==> src/rtl/mux_bist_pkg.sv <==
// Shared types and constants for the mux BIST sequencer: FSM encoding, base patterns, vector count.
// Pure declarations, so there is no latency and no backpressure.
package mux_bist_pkg;

    typedef enum logic [1:0] {
        ST_IDLE   = 2'd0,
        ST_APPLY  = 2'd1,
        ST_DRAIN  = 2'd2,
        ST_REPORT = 2'd3
    } state_t;

    typedef struct packed {
        logic [31:0] a;
        logic [31:0] b;
        logic [31:0] c;
    } pat_t;

    localparam int NUM_PAT = 4;
    localparam int NUM_SEL = 3;
    localparam int NUM_VEC = NUM_PAT * NUM_SEL;

    localparam logic [31:0] PAT_ZERO = 32'h0000_0000;
    localparam logic [31:0] PAT_ONES = 32'hFFFF_FFFF;
    localparam logic [31:0] PAT_AA   = 32'hAAAA_AAAA;
    localparam logic [31:0] PAT_55   = 32'h5555_5555;

    function automatic logic [31:0] base_pat(input logic [1:0] p);
        logic [31:0] r;
        case (p)
            2'd0:    r = PAT_ZERO;
            2'd1:    r = PAT_ONES;
            2'd2:    r = PAT_AA;
            default: r = PAT_55;
        endcase
        return r;
    endfunction

endpackage

==> src/rtl/mux_bist_patgen.sv <==
// Combinational (p,sel) -> {pat_a,pat_b,pat_c} stimulus generator for the mux checkers.
// Zero latency, no backpressure; drives all-zero whenever the sequencer is not applying a vector.
module mux_bist_patgen
    import mux_bist_pkg::*;
#(
    parameter logic [31:0] C_MASK = 32'h0F0F_0F0F
) (
    input  logic       en,
    input  logic [1:0] p,
    input  logic [1:0] sel,
    output pat_t       pats
);

    logic [31:0] base;

    always_comb begin
        base = base_pat(p);
        pats = '0;
        // sel=3 has no mux input behind it, so it never produces stimulus
        if (en && (sel != 2'd3)) begin
            pats.a = base;
            pats.b = ~base;
            pats.c = base ^ C_MASK;
        end
    end

endmodule

==> src/rtl/mux_bist_seq.sv <==
// BIST sequencer: 12 vectors (4 patterns x sel 0..2), one drain cycle, one report cycle.
// start-to-done is 14 cycles; start is ignored while busy, there is no other backpressure.
module mux_bist_seq
    import mux_bist_pkg::*;
#(
    parameter logic [31:0] C_MASK = 32'h0F0F_0F0F
) (
    input  logic        clk,
    input  logic        rst,
    input  logic        start,
    input  logic        mux2_fault,
    input  logic        mux3_fault,
    output logic        test_en,
    output logic [1:0]  sel,
    output logic        s2,
    output logic [31:0] pat_a,
    output logic [31:0] pat_b,
    output logic [31:0] pat_c,
    output logic        busy,
    output logic        done,
    output logic        pass,
    output logic [1:0]  fail_mask
);

    localparam logic [3:0] LAST_VEC = 4'(NUM_VEC - 1);

    state_t     state;
    logic [1:0] p;
    logic [3:0] vec_cnt;
    pat_t       pats;

    always_ff @(posedge clk) begin
        if (!rst) begin
            state     <= ST_IDLE;
            p         <= 2'd0;
            sel       <= 2'd0;
            vec_cnt   <= 4'd0;
            test_en   <= 1'b0;
            busy      <= 1'b0;
            done      <= 1'b0;
            pass      <= 1'b0;
            fail_mask <= 2'b00;
        end else begin
            done <= 1'b0;
            case (state)
                ST_IDLE: begin
                    if (start) begin
                        state   <= ST_APPLY;
                        p       <= 2'd0;
                        sel     <= 2'd0;
                        vec_cnt <= 4'd0;
                        test_en <= 1'b1;
                        busy    <= 1'b1;
                    end
                end
                ST_APPLY: begin
                    vec_cnt <= vec_cnt + 4'd1;
                    if (vec_cnt == LAST_VEC) begin
                        state   <= ST_DRAIN;
                        test_en <= 1'b0;
                        p       <= 2'd0;
                        sel     <= 2'd0;
                    end else if (sel == 2'd2) begin
                        sel <= 2'd0;
                        p   <= p + 2'd1;
                    end else begin
                        sel <= sel + 2'd1;
                    end
                end
                ST_DRAIN: begin
                    // flags from the last vector are registered by now; capture so REPORT shows them
                    state     <= ST_REPORT;
                    done      <= 1'b1;
                    fail_mask <= {mux3_fault, mux2_fault};
                    pass      <= ~|{mux3_fault, mux2_fault};
                end
                ST_REPORT: begin
                    state <= ST_IDLE;
                    busy  <= 1'b0;
                end
                default: state <= ST_IDLE;
            endcase
        end
    end

    mux_bist_patgen #(
        .C_MASK(C_MASK)
    ) u_patgen (
        .en   (test_en),
        .p    (p),
        .sel  (sel),
        .pats (pats)
    );

    assign pat_a = pats.a;
    assign pat_b = pats.b;
    assign pat_c = pats.c;
    assign s2    = sel[0];

    a_sel_legal: assert property (@(posedge clk) disable iff (!rst) sel != 2'd3);
    a_idle_quiet: assert property (@(posedge clk) disable iff (!rst)
        (state == ST_IDLE || state == ST_DRAIN) |-> (!test_en && sel == 2'd0));
    a_done_in_report: assert property (@(posedge clk) disable iff (!rst)
        done |-> (state == ST_REPORT && busy));

endmodule
==> config.mk <==
export PLATFORM = sky130hd
export DESIGN_NAME = mux_bist_seq
export DESIGN_NICKNAME = d
export VERILOG_FILES = /design/src/rtl/mux_bist_pkg.sv /design/src/rtl/mux_bist_patgen.sv /design/src/rtl/mux_bist_seq.sv
export SDC_FILE = /design/constraint.sdc
export NUM_CORES = 1
export LEC_CHECK = 0
export CORE_MARGIN = 2
export CORE_UTILIZATION = 40
export DETAILED_ROUTE_END_ITERATION = 12
export DONT_BUFFER_PORTS = 1
export GPL_TIMING_DRIVEN = 0
export SLEW_MARGIN = 5
export SYNTH_ARGS = -nofsm -noshare
export SYNTH_HDL_FRONTEND = slang
export SYNTH_SLANG_ARGS = --single-unit
==> constraint.sdc <==
create_clock -name clk -period 3.2 [get_ports clk]
set_input_delay 0.96 -clock clk [delete_from_list [all_inputs] [get_ports clk]]
set_output_delay 0.96 -clock clk [all_outputs]
set_load 0.02 [all_outputs]
==> impl_metrics.yaml <==
synth:
  synthSimpleGateAreaFrac_pct: 15.5
  synthXorXnorAreaFrac_pct: 0
  synth_adder_area_share_pct: 5.73
  yosysSeqAreaShare_pct: 20.9
  async_flop_share_pct: 0
  synth.most_common_cell: "buf_4"
  synth.top_cell.area_share_pct: 45.7
  ys_ff_latch: 16
  synthMuxAreaShare_pct: 2.62
  synth_top_cell_by_area: "buf_4"
  synth-compound-area-share_pct: 7.20
  synth_top_family_by_area: "buffers and inverters"
  yosysWarnings: 0
  synth_commonest_cells: "buf_4 (93), dfxtp_1 (16), nand2_1 (13)"
  ys_top_cells_by_area: "buf_4 (46%), dfxtp_1 (21%), ha_1 (5.7%), nand2_1 (3.2%), nor2b_1 (2.9%)"
  synth_edf_count: 0
  yosysUniqueCellTypes: 31
  synth_flop_cell: "dfxtp_1"
  syn-num-nets: 201
  synth_cells: 189
  netlist_area_mm2: 0.00153
  syn_avg_cell_area_um2: 8.09
run_status:
  status: "completed"
global_route:
  grt_max_degree: 25
  grt_usage_pct: 10.8
  grt_pass1_vias: 794
  grt_pass1_wl_mm: 3.58
  grt_overflow_total: 0
  antenna_found_initial: 0
placed_design:
  dp_hpwl_mm: 2.12
  gp_congestion: 0.725
  io_buffers: 0
  dpl.cell_count: 238
  dpl_cell_area_mm2: 0.00162
power:
  cellLeakagePower_nw: 0.852
  p_total_mw: 1.48
  power_density_mw_per_mm2: 883
  ir_worst_vdd_uv: 564
cts:
  clockRootBuffer: "clkbuf_8"
  postCtsSetupBuffers: 0
  path_clk_slew_ns: 0.07
  clockBufferDepth: 2
  cts_buffers: 3
  cts-resized-gates: 0
  cts_sinks: 16
  clk-insertion-delay-late_ns: 0.25
  ctsHoldBuffers: 0
  htreeDepth: 1
  cts_tree: "built"
routing:
  drtIter0Drc: 17
  wl_per_cell_um: 11.1
  drt_pass1_iterations: 6
  num_vias: 1085
  viasPerCell: 4.48
  drc_errors: 0
  ant_nets: 0
  drt_wl_total_mm: 2.69
worst_setup_path:
  cp.arrival_ns: 2.05
  crit_end: "pat_a[23]"
  critical_path.startpoint: "test_en"
  slowest_delay_ns: 0.77
  timing.rr.end: "p[0]"
  rr_worst_depth: 6
  crit_path_max_fanout: 24
  cp.required_ns: 2.24
  end_kind: "output pin"
  crit_path_top_delay_cell: "nor2_2"
  start_kind: "register"
  r2r_slack_ns: 1.43
  crit_chain: "nand2_1 -> nor2_2 -> buf_4"
  r2r_start: "state[0]"
  crit_type: "register to output pin"
floorplanning:
  die_x_um: 65.8
  initial_core_util_pct: 41.8
  die_height_um: 65.8
  row_count: 22
  die_area_mm2: 0.00433
  pin_count: 110
  core_area_mm2: 0.00366
timing:
  maxSlewViolCount: 0
  tightest_slew_ns: 0.950
  skew_ns: 0.00438
  finalHoldViolCount: 0
  setup_viol: 0
  maxSlewHeadroom_pct: 36.6
  finalSetupTns_ns: 0
  finalCritPeriodShare_pct: 94.1
  rsz0062_at_grt: "false"
  period_needed_ns: 3.01
  fmax_mhz: 332
layout:
  area_growth_pct: 9.57
  nets: 207
  stdcell_count: 242
  n_antenna_cell: 0
  finish.utilization_pct: 45.8
  fillers: 348
  fin_area_mm2: 0.00168
  layout-drive-gt1-share_pct: 53.1
min_path:
  hp-class: "register to register"
job:
  maxCapViolations: 0
-- power by group --
group	switching (mW)	total [mW]	leakage (nW)	internal (mW)
clock network	0.0730	0.182	0.0288	0.109
registers	0.0655	0.305	0.130	0.240
logic	0.599	0.992	0.693	0.394
-- cell usage in the layout, fill, tap and decap left out, drive strengths merged, types with 2 or more instances in the layout --
cell    instances
nor2            7
buf            96
nand3           3
mux2i           4
inv             3
o21ai           5
clkbuf          6
a21oi           3
nand2          13
ha              7
and2            4
nand2b          3
or4b            2
dfxtp          16
a21boi          2
nor2b           7
-- through the flow --
stage	hold WS, ns	setup WS [ns]
floorplan	0.469	0.285
global placement	0.484	0.0770
detailed placement	0.490	0.430
CTS	0.502	0.135
global route	0.532	0.0256
finish	0.498	0.190
-- metal layers --
layer	up-vias	routed length [um]	GRT usage, %
li1	526	-	-
met3	5	326	2.21
met5	-	0	0
met4	0	40	5.47
met2	78	1360	19.4
met1	476	966	11.8
-- final cells by class --
| type | count | area (um^2) | share of cell area [%] |
|---|---|---|---|
| buffer | 97 | 722 | 43.1 |
| multi-input combinational | 73 | 492 | 29.4 |
| sequential | 16 | 320 | 19.1 |
| tap | 48 | 60.1 | 3.58 |
| clock buffer | 4 | 55.1 | 3.29 |
| timing repair buffer | 1 | 15.0 | 0.896 |
| inverter | 3 | 11.3 | 0.672 |
-- worst min-delay path by stage --
stage | cells after the start | to | startpoint
global placement | 2 | state[1] | state[1]
global route | 2 | p[0] | p[0]
finish | 2 | state[1] | state[1]
detailed placement | 2 | state[1] | state[1]
floorplan | 2 | state[1] | state[1]
CTS | 2 | state[1] | state[1]
-- state kept, by name, summed over array words and instances (netlist names) --
register   flops
test_en        1
fail_mask      2
p              2
vec_cnt        4
sel            2
done           1
pass           1
state          2
busy           1
-- worst max-delay path: cells and delay by family, from the launching register on --
family / cells / cell delay (ns)
DFF: 1 / 0.51
and+or+nand+nor: 2 / 1.00
buffers and inverters: 1 / 0.28
-- cell families after synthesis --
kind of cell / after synthesis
buffers and inverters: 100
and+or+nand+nor: 45
AOI/OAI and AO/OA: 17
DFF: 16
adders and majority gates: 7
muxes: 4
(Power assumes the default switching activity.)
